--- src/rtl/nexys_pkg.sv ---
// Board-level constants shared by the Nexys4 front-end blocks: button bit indices,
// the system clock rate and the default timing counts derived from it.
package nexys_pkg;

  localparam int BTN_L = 0;
  localparam int BTN_R = 1;
  localparam int BTN_U = 2;
  localparam int BTN_D = 3;

  localparam int CLK_HZ = 100_000_000;

  // 20 ms debounce window, 0.5 s first repeat, 0.1 s repeat period.
  localparam int DEBOUNCE_CYC_DEF  = CLK_HZ / 50;
  localparam int REPEAT_DELAY_DEF  = CLK_HZ / 2;
  localparam int REPEAT_PERIOD_DEF = CLK_HZ / 10;

  // Bits needed to hold 0..n-1, never less than one.
  function automatic int cnt_width(input int n);
    return (n > 1) ? $clog2(n) : 1;
  endfunction

endpackage

--- src/rtl/btn_debounce_ch.sv ---
// One push-button channel: 2-flop synchroniser, stable-count debouncer,
// press edge detector and optional hold-to-repeat strobe generator.
module btn_debounce_ch
  import nexys_pkg::*;
#(
  parameter int DEBOUNCE_CYC  = DEBOUNCE_CYC_DEF,
  parameter int REPEAT_EN     = 1,
  parameter int REPEAT_DELAY  = REPEAT_DELAY_DEF,
  parameter int REPEAT_PERIOD = REPEAT_PERIOD_DEF
) (
  input  logic clk,
  input  logic rst_n,
  input  logic btn_raw,
  output logic btn_level,
  output logic btn_pulse
);

  localparam int RPT_MAX = (REPEAT_DELAY > REPEAT_PERIOD) ? REPEAT_DELAY : REPEAT_PERIOD;
  localparam int DW = cnt_width(DEBOUNCE_CYC);
  localparam int RW = cnt_width(RPT_MAX);

  localparam logic [DW-1:0] DEB_TERM = DW'(DEBOUNCE_CYC - 1);
  localparam logic [RW-1:0] DLY_TERM = RW'(REPEAT_DELAY - 1);
  localparam logic [RW-1:0] PER_TERM = RW'(REPEAT_PERIOD - 1);

  logic          s1_q, s2_q;
  logic          level_q, level_d;
  logic          pulse_q, pulse_d;
  logic          first_q, first_d;
  logic [DW-1:0] dcnt_q, dcnt_d;
  logic [RW-1:0] rcnt_q, rcnt_d;

  always_comb begin
    level_d = level_q;
    dcnt_d  = '0;
    pulse_d = 1'b0;
    rcnt_d  = rcnt_q;
    first_d = first_q;

    // A single sample back at the accepted level drops dcnt to zero, restarting the window.
    if (s2_q != level_q) begin
      if (dcnt_q == DEB_TERM) begin
        level_d = s2_q;
      end else begin
        dcnt_d = dcnt_q + 1'b1;
      end
    end

    if (level_d && !level_q) begin
      pulse_d = 1'b1;
      rcnt_d  = '0;
      first_d = 1'b1;
    end else if (!level_d) begin
      rcnt_d  = '0;
      first_d = 1'b0;
    end else if (REPEAT_EN != 0) begin
      if (first_q && (rcnt_q == DLY_TERM)) begin
        pulse_d = 1'b1;
        rcnt_d  = '0;
        first_d = 1'b0;
      end else if (!first_q && (rcnt_q == PER_TERM)) begin
        pulse_d = 1'b1;
        rcnt_d  = '0;
      end else begin
        rcnt_d = rcnt_q + 1'b1;
      end
    end
  end

  always_ff @(posedge clk or negedge rst_n) begin
    if (!rst_n) begin
      s1_q    <= 1'b0;
      s2_q    <= 1'b0;
      level_q <= 1'b0;
      pulse_q <= 1'b0;
      first_q <= 1'b0;
      dcnt_q  <= '0;
      rcnt_q  <= '0;
    end else begin
      s1_q    <= btn_raw;
      s2_q    <= s1_q;
      level_q <= level_d;
      pulse_q <= pulse_d;
      first_q <= first_d;
      dcnt_q  <= dcnt_d;
      rcnt_q  <= rcnt_d;
    end
  end

  assign btn_level = level_q;
  assign btn_pulse = pulse_q;

endmodule

--- src/rtl/btn_pulse_gen.sv ---
// Nexys4 push-button conditioner: one independent debounce/pulse channel per button,
// feeding BTNL/BTNR/BTNU/BTND strobes to the hex-digit entry stage.
module btn_pulse_gen
  import nexys_pkg::*;
#(
  parameter int NUM_BTN       = 4,
  parameter int DEBOUNCE_CYC  = DEBOUNCE_CYC_DEF,
  parameter int REPEAT_EN     = 1,
  parameter int REPEAT_DELAY  = REPEAT_DELAY_DEF,
  parameter int REPEAT_PERIOD = REPEAT_PERIOD_DEF
) (
  input  logic               clk,
  input  logic               rst_n,
  input  logic [NUM_BTN-1:0] btn_raw,
  output logic [NUM_BTN-1:0] btn_level,
  output logic [NUM_BTN-1:0] btn_pulse
);

  for (genvar i = 0; i < NUM_BTN; i++) begin : gen_ch
    btn_debounce_ch #(
      .DEBOUNCE_CYC (DEBOUNCE_CYC),
      .REPEAT_EN    (REPEAT_EN),
      .REPEAT_DELAY (REPEAT_DELAY),
      .REPEAT_PERIOD(REPEAT_PERIOD)
    ) u_ch (
      .clk      (clk),
      .rst_n    (rst_n),
      .btn_raw  (btn_raw[i]),
      .btn_level(btn_level[i]),
      .btn_pulse(btn_pulse[i])
    );
  end

endmodule

--- config.mk ---
export PLATFORM = sky130hd
export DESIGN_NAME = btn_pulse_gen
export DESIGN_NICKNAME = d
export VERILOG_FILES = /design/src/rtl/nexys_pkg.sv /design/src/rtl/btn_debounce_ch.sv /design/src/rtl/btn_pulse_gen.sv
export SDC_FILE = /design/constraint.sdc
export NUM_CORES = 1
export LEC_CHECK = 0
export ABC_AREA = 0
export ABC_CLOCK_PERIOD_IN_PS = 4019
export BUFFER_PORTS_ARGS = -buffer_cell sky130_fd_sc_hd__buf_4
export CORE_UTILIZATION = 60
export DETAILED_ROUTE_END_ITERATION = 8
export GPL_TIMING_DRIVEN = 0
export HOLD_SLACK_MARGIN = 0.02
export PLACE_DENSITY = 0.76
export SLEW_MARGIN = 10
export SYNTH_ARGS = -nofsm -noshare
export SYNTH_HDL_FRONTEND = slang
export SYNTH_SLANG_ARGS = --single-unit
--- constraint.sdc ---
create_clock -name clk -period 4.02 [get_ports clk]
set_input_delay 0.402 -clock clk [delete_from_list [all_inputs] [get_ports clk]]
set_output_delay 0.402 -clock clk [all_outputs]
set_load 0.005 [all_outputs]
Word level (Yosys, flattened, before mapping)
Cells that the tools add are included.
{"block": "totals", "reg_bits": 208, "in_bits": 6, "output_inout_bits": 8, "elab_cells": 136}
{"block": "op_classes", "add_sub_neg": 8, "n_eq_ne": 20, "n_mux": 60, "reduce_logical": 20}
{"cell": "$mux 26", "n": 16}
{"cell": "$mux 21", "n": 8}
{"cell": "$add 26x1->26 const B", "n": 4}
{"cell": "$eq 26x24->1 const B", "n": 4}
{"cell": "$eq 26x26->1 const B", "n": 4}
{"cell": "$add 21x1->21 const B", "n": 4}
{"cell": "$eq 21x21->1 const B", "n": 4}
{"cell": "$mux 1", "n": 36}
{"cell": "$logic_and 1x1->1", "n": 12}
{"cell": "$ne 3x3->1 const B", "n": 4}
{"cell": "$logic_not 1->1", "n": 8}
{"cell": "$ne 1x1->1", "n": 4}

Longest topological paths before layout
Gate-level depths: netlist of the first run.
{"block": "depth", "ltp_word": 6, "depth_mapped": 9, "ltp_nobuf": 6}

Hierarchy
A second synthesis of the first run with hierarchy kept.
{"block": "unflattened", "hier_cells": 1032, "area_unflattened_um2": 11150.7}
{"module": "btn_debounce_ch", "n_inst": 4, "cells_each": 258, "area_each_um2": 2787.7, "seq_area_each_um2": 1301.2}

Least setup slack after synthesis of the first run
No wires, ideal clock.
{"block": "synth_path", "path_type": "reg2reg", "start": "register gen_ch[3].u_ch.rcnt_q[8]", "end": "register gen_ch[3].u_ch.rcnt_q[11]", "setup_ns": 0.119, "arrival_time_ns": 1.909, "t_required_ns": 3.901, "slack_ns": 1.993, "path_stages_with_launch": 8, "n_path_buf": 2, "synth_period_minus_slack_ns": 2.027, "cell_sequence": "dfrtp_1 -> or4b_1 -> or4_1 -> a21oi_2 -> or2_1 -> buf_6 -> buf_6 -> nor2_1"}
{"block": "synth_via", "elab_chain_cells": 6, "word_cells_on_any_way": 9, "cone_classes": "add/sub: 1; eq/ne: 2; mux: 4; reduce/logical: 2"}
{"item": "start: declaration", "line_no": "btn_debounce_ch.sv:31", "source": "logic [RW-1:0] rcnt_q, rcnt_d;"}
{"item": "start signal: assignment", "line_no": "btn_debounce_ch.sv:86", "source": "rcnt_q <= rcnt_d;"}
{"item": "parallel branches: the longest is 3 deep, another holds $add 26x1->26"}
{"item": "$mux 26 (*)", "line_no": "btn_debounce_ch.sv:57", "source": "if (first_q && (rcnt_q == DLY_TERM)) begin"}
{"item": "$mux 26 (*)", "line_no": "btn_debounce_ch.sv:53", "source": "end else if (!level_d) begin"}
{"item": "$mux 26 (*)", "line_no": "btn_debounce_ch.sv:49", "source": "if (level_d && !level_q) begin"}
{"item": "via gen_ch[3].u_ch.rcnt_d[11]", "line_no": "btn_debounce_ch.sv:31"}
Mark *: on every way through the listed nets, which the timed path passes.
A chain may end at the register's enable or synchronous reset.

Worst setup path in the final report of the first run
{"block": "layout_path", "start": "register gen_ch[2].u_ch.dcnt_q[0]", "end": "register gen_ch[2].u_ch.rcnt_q[21]"}
{"block": "layout_via", "elab_chain_cells": 5, "word_cells_on_any_way": 6, "cone_classes": "eq/ne: 1; mux: 4; reduce/logical: 1"}
{"item": "start: declaration", "line_no": "btn_debounce_ch.sv:30", "source": "logic [DW-1:0] dcnt_q, dcnt_d;"}
{"item": "start signal: assignment", "line_no": "btn_debounce_ch.sv:85", "source": "dcnt_q <= dcnt_d;"}
{"item": "$eq 21x21->1 (*)", "line_no": "btn_debounce_ch.sv:42", "source": "if (dcnt_q == DEB_TERM) begin"}
{"item": "$mux 1 (*)", "line_no": "btn_debounce_ch.sv:42"}
{"item": "$mux 1 (*)", "line_no": "btn_debounce_ch.sv:41", "source": "if (s2_q != level_q) begin"}
{"item": "$mux 26 / $logic_and 1x1->1 (equally long branches)", "line_no": "btn_debounce_ch.sv:53, btn_debounce_ch.sv:49"}
{"item": "$mux 26 (*)", "line_no": "btn_debounce_ch.sv:49"}
{"item": "via gen_ch[2].u_ch.rcnt_d[21]", "line_no": "btn_debounce_ch.sv:31"}
{"item": "end signal: assignment", "line_no": "btn_debounce_ch.sv:86"}
{"item": "end: declaration", "line_no": "btn_debounce_ch.sv:31"}
The timed path passes the listed nets; every way through them passes the cells marked *.

==> impl_results.md, run 1 <==
* Crit path cell chain: ha_1 > and4_1 > nand3_1 > or3_1 > nand3_1 > clkbuf_1 > nor2_1
* First-pass iteration count of the detailed router at 4
* Post-CTS Repair Setup Buffers at 0
* TritonCTS clock tree: yes
* Max_cap viols at 0
* Register area share after synthesis at 51.4%
* WHS at 346 ps
* Max incr delay on CP at 410 ps
* Total Routing Usage GR at 22.3%
* Die area at 17400 µm²
* Post-synthesis adder-cell area fraction at 1.48%
* CTS Sinks at 208
* Syn Std Cell Area at 10100 µm²
* Leakage power at 4.73 nW
* CP Capture Type: flip-flop
* Slew margin rel. at 20.8%
* CTS Buf Count at 23
* GPL Wtd Cong at 0.848
* I/O pin total at 14
* Post-synth ARST share at 100%
* Data required time of the critical path at 4380 ps
* DR WL/cell at 14.4 µm
* PD cells at 379 nW/µm²
* Die W at 132 µm
* Clk Latency, worst-skew pair at 500 ps
* Period minus WS final at 2390 ps
* First-pass GRT wire length at 32500 µm
* Final Util at 68.8%
* Iter 0 DRT Violations at 434
* Yosys warning total at 0
* Fin Clk Skew at 15.6 ps
* Initial Util at 61.3%
* Die H at 132 µm
* Clock slew at reported path FFs at 60 ps
* Crit start category: flip-flop
* Fraction of layout instances using a drive strength above 1 at 6.66%
* Clk root buf: clkbuf_16
* Area growth syn-to-layout at 12.3%
* Synthesized Nets at 1042
* Synthesized area per cell at 9.89 µm²
* Routed vias/inst at 5.62
* Final Setup Violations at 0
* CP max FO at 10
* Maximum clock rate at 0.418 GHz
* Compound-Gate Fraction of Synth Area at 1.51%
* Hold_buf cts at 5
* Cell mode on critical path: nand3_1
* Core Area at 16500 µm²
* Post-synth EDFFs at 0
* DR DRC count at 0
* Largest net degree at the start of global routing at 81
* Peak supply drop at 0.392 mV
* Simple-gate share of the synthesized area at 27.4%
* Met3 Wirelength at 562 µm
* Wire length on met1 at 8690 µm
* Port Buffer Count at 13
* Netlist cell types at 40
* ANT cells at 0
* Fill count at 1287
* Initial antenna violation count at 0
* Ys flop type: dfrtp_1
* Cells after Synth at 1024
* Largest family of logic cells by synthesized area: simple AND/OR/NAND/NOR gates
* Setup TNS at 0 ps
* Slowest cell on crit path: clkbuf_1
* Final setup margin at 1630 ps
* Status: finished clean
* Nets at 1087
* Via count at 7307
* Vias in the first global route at 7169
* Final Hold Fails at 0
* RSZ-0062 raised after global routing: no
* Final Cycle Share at 59.5%
* CP arrival at 2750 ps
* DR WL met2 at 9020 µm
* Overall routed net length at 18700 µm
* Slew Viols, Final at 0
* Tot Pwr at 0.00431 W
* Post-route ant nets at 0
* CTS resizes at 0
* Row Count at 47
* CTS max path bufs at 3
* Slew @ Worst Pin at 1180 ps
* Seq cells post-synth at 208
* Grt ovf at 0
* Hpwl dp at 12300 µm
* Min-delay worst type: reg -> reg
* Mux cell area share after synthesis at 0.395%
* Xor/xnor cell area share of the yosys netlist at 15.0%
* Pre-CTS WS at 1660 ps
* Worst Setup Path Type: reg -> reg
* Top Layer Used: met4
* Htree depth at 1
-- cell usage after synthesis (all sizes together), types with 4 or more instances --
cell type / number / area [µm²]
nand2: 55 / 206
nand4: 59 / 369
nor4: 21 / 131
dfrtp: 208 / 5200
inv: 23 / 86.3
o21ai: 8 / 40.0
mux2i: 4 / 40.0
and2: 5 / 31.3
nand3: 84 / 420
or3: 8 / 50.1
clkbuf: 11 / 41.3
nor4b: 10 / 87.6
xor2: 112 / 981
and4: 20 / 175
buf: 18 / 160
nor3: 19 / 100
nor4bb: 7 / 70.1
a21oi: 12 / 63.8
ha: 12 / 150
xnor2: 61 / 534
nor2: 215 / 807
and3: 27 / 169
-- power by group --
group	internal [W]	total [W]	leakage, nW	switching [W]
registers	0.00211	0.00212	2.88	0.0000128
clock network	0.00130	0.00210	0.377	0.000794
logic	0.0000252	0.0000892	1.48	0.0000639
-- layout make-up --
| cell class | instances | area (µm²) | share of cell area (%) |
|---|---|---|---|
| inverter | 23 | 86.3 | 0.759 |
| multi-input combinational | 764 | 4630 | 40.8 |
| tap | 220 | 275 | 2.42 |
| timing repair buffer | 20 | 210 | 1.85 |
| buffer | 29 | 201 | 1.77 |
| sequential | 208 | 5200 | 45.8 |
| clock inverter | 8 | 119 | 1.05 |
| clock buffer | 29 | 638 | 5.61 |
-- through the flow --
stage	area, µm²	cells
3_5_place_dp	10600	1259
4_1_cts	11400	1301
6_report	11400	1301
2_1_floorplan	10100	1024
3_3_place_gp	10500	1257
5_1_grt	11400	1301
-- flip-flops by register name, summed over array words and instances, names as in the netlist --
register	flops
gen_ch.u_ch.rcnt_q	104
gen_ch.u_ch.first_q	4
gen_ch.u_ch.btn_level	4
gen_ch.u_ch.s2_q	4
gen_ch.u_ch.s1_q	4
gen_ch.u_ch.dcnt_q	84
gen_ch.u_ch.btn_pulse	4
-- worst paths after layout --
kind | startpoint | to | slack, ps | depth (start not counted)
setup / recovery | gen_ch[2].u_ch.dcnt_q[0] | gen_ch[2].u_ch.rcnt_q[21] | 1630 | 7
hold / removal | gen_ch[0].u_ch.s1_q | gen_ch[0].u_ch.s2_q | 350 | 0
max in group asynchronous | rst_n | gen_ch[0].u_ch.first_q | 2540 | 4
hold reg to reg | gen_ch[0].u_ch.s1_q | gen_ch[0].u_ch.s2_q | 350 | 0
setup reg to reg | gen_ch[2].u_ch.dcnt_q[0] | gen_ch[2].u_ch.rcnt_q[21] | 1630 | 7
min in group asynchronous | rst_n | gen_ch[2].u_ch.rcnt_q[21] | 400 | 2
-- cells in the final DEF (no fill, tap or decap), types with 11 or more instances in the layout --
cell type  count
a21oi_1       11
buf_4         20
nand2_1       55
and3_1        27
xnor2_1       61
nor3_1        18
dfrtp_1      208
ha_1          12
clkbuf_1      13
and4_1        20
clkbuf_16     23
nand4_1       59
nand3_1       84
xor2_1       112
nor2_1       215
inv_1         23
nor4_1        21
-- logic make-up after synthesis --
group	Yosys count
AND/OR/NAND/NOR	550
XOR/XNOR	173
AO/OA/AOI/OAI	25
adder cells (fa/ha/maj)	12
buffers and inverters	52
multiplexers	4
flip-flops	208
-- layer usage --
metal	up-vias	GRT usage, %
li1	3612	-
met1	3550	30.5
met2	108	37.0
met3	37	3.00
met4	0	7.04
met5	-	0
-- worst max-delay path: cells and delay by family, from the launching register on --
kind / cells / cell delay (ps)
buffers and inverters: 1 / 410
and+or+nand+nor: 5 / 1240
DFF: 1 / 380
adders and majority gates: 1 / 220
Power figures use the tool's default switching activity.
==> run 2, diff against run 1 <==
--- a/config.mk
+++ b/config.mk
@@ -5,14 +5,14 @@
 export SDC_FILE = /design/constraint.sdc
 export NUM_CORES = 1
 export LEC_CHECK = 0
-export ABC_AREA = 0
-export ABC_CLOCK_PERIOD_IN_PS = 4019
+export ABC_AREA = 1
+export ABC_CLOCK_PERIOD_IN_PS = 2140
 export BUFFER_PORTS_ARGS = -buffer_cell sky130_fd_sc_hd__buf_4
-export CORE_UTILIZATION = 60
+export CORE_UTILIZATION = 58
 export DETAILED_ROUTE_END_ITERATION = 8
 export GPL_TIMING_DRIVEN = 0
 export HOLD_SLACK_MARGIN = 0.02
-export PLACE_DENSITY = 0.76
+export PLACE_DENSITY = 0.77
 export SLEW_MARGIN = 10
 export SYNTH_ARGS = -nofsm -noshare
 export SYNTH_HDL_FRONTEND = slang
==> constraint.sdc (replaced) <==
create_clock -name clk -period 2.14 [get_ports clk]
set_input_delay 0.214 -clock clk [delete_from_list [all_inputs] [get_ports clk]]
set_output_delay 0.214 -clock clk [all_outputs]
set_load 0.005 [all_outputs]
==> run 2 against run 1 <==
Sequential share of layout area down 5.8 points. Synthesized area up 16%. Critical path depth up 4. Hold slack worse by 5.3 ps. Flip-flop and latch count unchanged. Utilization down 2.5 points. Setup slack worse by 1300 ps. Clock skew down 4.6 ps. Power up 86%. Global-route usage up 2.2 points. Critical path type unchanged. Largest power group unchanged. Highest routed layer unchanged.
==> impl_results.md, run 2 <==
* Max_cap viols at 0 (unchanged)
* Htree depth at 1 (unchanged)
* DR WL/cell at 12.4 µm (-14%)
* First-pass iteration count of the detailed router at 6 (+2)
* Slew @ Worst Pin at 788 ps (-389 ps)
* Area of placed instances at 12200 µm² (+16%)
* Post-CTS Repair Setup Buffers at 0 (unchanged)
* Initial Util at 59.9% (-1.4 points)
* Internal at 0.00633 W (+84%)
* Register area share after synthesis at 44.2% (-7.2 points)
* Crit start category: flip-flop
* CTS Buf Count at 24 (+4.3%)
* Clk root buf: clkbuf_16
* Max FFs per register at 104 (unchanged)
* CP max FO at 10 (unchanged)
* Syn Std Cell Area at 11800 µm² (+16%)
* Slew margin rel. at 47.5% (+27 points)
* Period minus WS final at 1820 ps (-576 ps)
* Leading area contributor after synthesis: dfrtp_1
* Clk Latency, worst-skew pair at 510 ps (about the same)
* Maximum clock rate at 0.551 GHz (+32%)
* First-pass GRT wire length at 41800 µm (+29%)
* Clock slew at reported path FFs at 60 ps (about the same)
* Core Area at 19700 µm² (+19%)
* Top-count cell post-synth: nand2_1
* Min-delay worst type: reg -> reg
* Synthesized Nets at 1623 (+56%)
* Status: finished clean
* Hold wc startpoint: gen_ch[3].u_ch.s1_q
* Leakage power at 5.46 nW (+15%)
* Final instance area at 13000 µm² (+15%)
* Seq cells post-synth at 208 (unchanged)
* Final Setup Violations at 0 (unchanged)
* Final Util at 66.3% (-2.5 points)
* CP arrival at 2210 ps (-540 ps)
* Vias in the first global route at 9290 (+30%)
* Gate power share at 2.2% (about the same)
* Top flop regs: gen_ch.u_ch.rcnt_q (104), gen_ch.u_ch.dcnt_q (84)
* CP Capture Type: flip-flop
* Area share of the leading cell type in the synthesized netlist at 44.2% (-7.2 points)
* Worst Setup Path Type: reg -> reg
* Post-route ant nets at 0 (unchanged)
* Slew Viols, Final at 0 (unchanged)
* RSZ-0062 raised after global routing: no
* Post-synth ARST share at 100% (unchanged)
* DR DRC count at 0 (unchanged)
* Sw Ratio at 20.9% (+0.65 points)
* Hpwl dp at 17100 µm (+38%)
* Peak supply drop at 0.663 mV (+69%)
* Row Count at 51 (+8.5%)
* Iter 0 DRT Violations at 471 (+8.5%)
* Fraction of layout instances using a drive strength above 1 at 7.58% (+0.92 points)
* GPL Wtd Cong at 0.933 (+10%)
* ANT cells at 0 (unchanged)
* I/O pin total at 14 (unchanged)
* CTS max path bufs at 3 (unchanged)
* CTS Sinks at 208 (unchanged)
* Overall routed net length at 23900 µm (+28%)
* Routed vias/inst at 5.14 (-8.5%)
* Commonest non-fill, non-tap cells in the layout: nand2_1, nor2_1, dfrtp_1
* Total Routing Usage GR at 24.4% (+2.2 points)
* Final Hold Fails at 0 (unchanged)
* Yosys warning total at 0 (unchanged)
* Commonest non-fill, non-tap cell in the layout: nand2_1
* Synthesized area per cell at 7.34 µm² (-26%)
* Nets at 1668 (+53%)
* Via count at 9900 (+35%)
* Die area at 20900 µm² (+20%)
* Largest net degree at the start of global routing at 107 (+32%)
* TritonCTS clock tree: yes
* Leading cell types by count after synthesis: nand2_1, nor2_1, dfrtp_1
* Data required time of the critical path at 2530 ps (-1850 ps)
* Die H at 144 µm (+9.5%)
* NetSw at 0.00167 W (+92%)
* Largest reg by FF count: gen_ch.u_ch.rcnt_q
* Ys flop type: dfrtp_1
* PD cells at 614 nW/µm² (+62%)
* Port Buffer Count at 13 (unchanged)
* Fin Clk Skew at 11.0 ps (-4.64 ps)
* Critical R2R Launch: gen_ch[0].u_ch.dcnt_q[0]
* Clock power share at 48.0% (-0.7 points)
* Seq pwr share at 49.8% (+0.6 points)
* Crit path from: gen_ch[0].u_ch.dcnt_q[0]
* Final Cycle Share at 84.8% (+25 points)
* Initial antenna violation count at 0 (unchanged)
* Area growth syn-to-layout at 10.7%
* Post-synth EDFFs at 0 (unchanged)
* Cells after Synth at 1605 (+57%)
* Die W at 144 µm (+9.5%)
* Netlist cell types at 35 (-13%)
* Synth area leaders: dfrtp_1, nand2_1, nor2_1
* Grt ovf at 0 (unchanged)
-- run 2: cell types whose count changed in the layout (fill, tap and decap cells not counted), sizes merged, moves of 20 or more --
cell | previous run | this run
nor3 | 19 | 56
nor4 | 21 | 0
nor2 | 215 | 413
and4 | 20 | 0
and3 | 27 | 0
nand2 | 55 | 404
xnor2 | 61 | 22
inv | 24 | 194
xor2 | 112 | 66
-- run 2: what timing repair did --
| action | CTS | global route |
|---|---|---|
| endpoints found under the hold margin | 109 | 0 |
| endpoints found under the setup margin | 0 | 0 |
| hold buffers | 5 | 0 |
| gates resized for setup | 0 | 0 |
-- run 2: metrics by stage --
step | hold WS, ps | worst slack [ps] | instances | power, W | TNS [ps]
after floorplan | -81.6 | 626 | 1605 | 0.00411 | 0
after global placement | 324 | -621 | 1883 | 0.00421 | -125020
after detailed placement | 325 | 350 | 1884 | 0.00423 | 0
after CTS | 337 | 339 | 1927 | 0.00811 | 0
after global routing | 334 | 159 | 1927 | 0.00830 | 0
final | 341 | 325 | 1927 | 0.00800 | 0
-- run 2: power by group through the flow --
stage / registers, W / logic [W] / clock network [W]
after floorplan: 0.00405 / 0.0000607 / 0
after global placement: 0.00405 / 0.000161 / 0
after detailed placement: 0.00405 / 0.000173 / 0
after CTS: 0.00398 / 0.000182 / 0.00395
after global routing: 0.00398 / 0.000205 / 0.00411
final: 0.00398 / 0.000174 / 0.00384
-- run 2: final cells by class --
class                   instances  area (µm²)
fillers                      1749        6620
multi-input cells            1184        5680
flip-flops and latches        208        5200
inverters                     194         728
clock buffers                  31         678
well taps                     265         332
repair buffers                 19         183
plain buffers                  19         168
clock inverters                 7        62.6
-- run 2: logic make-up after synthesis --
family / Yosys count / share of synthesized area [%]
compound gates: 58 / 2.75
xor+xnor: 88 / 6.54
fa+ha+maj: 12 / 1.27
buf+inv: 213 / 7.61
flops: 208 / 44.2
simple gates: 1026 / 37.6
-- run 2: final timing paths --
| check | to | slack (ps) | cells past startpoint |
|---|---|---|---|
| worst max register to register | gen_ch[0].u_ch.dcnt_q[18] | 320 | 11 |
| worst min-delay path | gen_ch[3].u_ch.s2_q | 340 | 0 |
| worst min register to register | gen_ch[3].u_ch.s2_q | 340 | 0 |
| worst max-delay path | gen_ch[0].u_ch.dcnt_q[18] | 320 | 11 |
| min in group asynchronous | gen_ch[3].u_ch.dcnt_q[17] | 360 | 2 |
| max in group asynchronous | gen_ch[1].u_ch.dcnt_q[15] | 810 | 3 |
-- run 2: per-layer routing --
layer	GRT usage [%]	vias up	share of wire [%]	routed length, µm
met1	34.2	4570	48	11400
met2	39.8	211	46	11000
li1	-	5089	-	-
met3	3.38	30	4.6	1110
met4	6.48	0	1.6	390
met5	0	-	0	0
-- run 2: worst max-delay path, stage by stage (launching register included) --
cell	delay [ps]
dfrtp_1	370
ha_1	220
nand3_2	140
inv_1	120
nand3_1	90
nor2_1	150
nand2_1	120
nand2_1	130
buf_4	210
inv_2	60
nand2_1	60
nor2_1	40
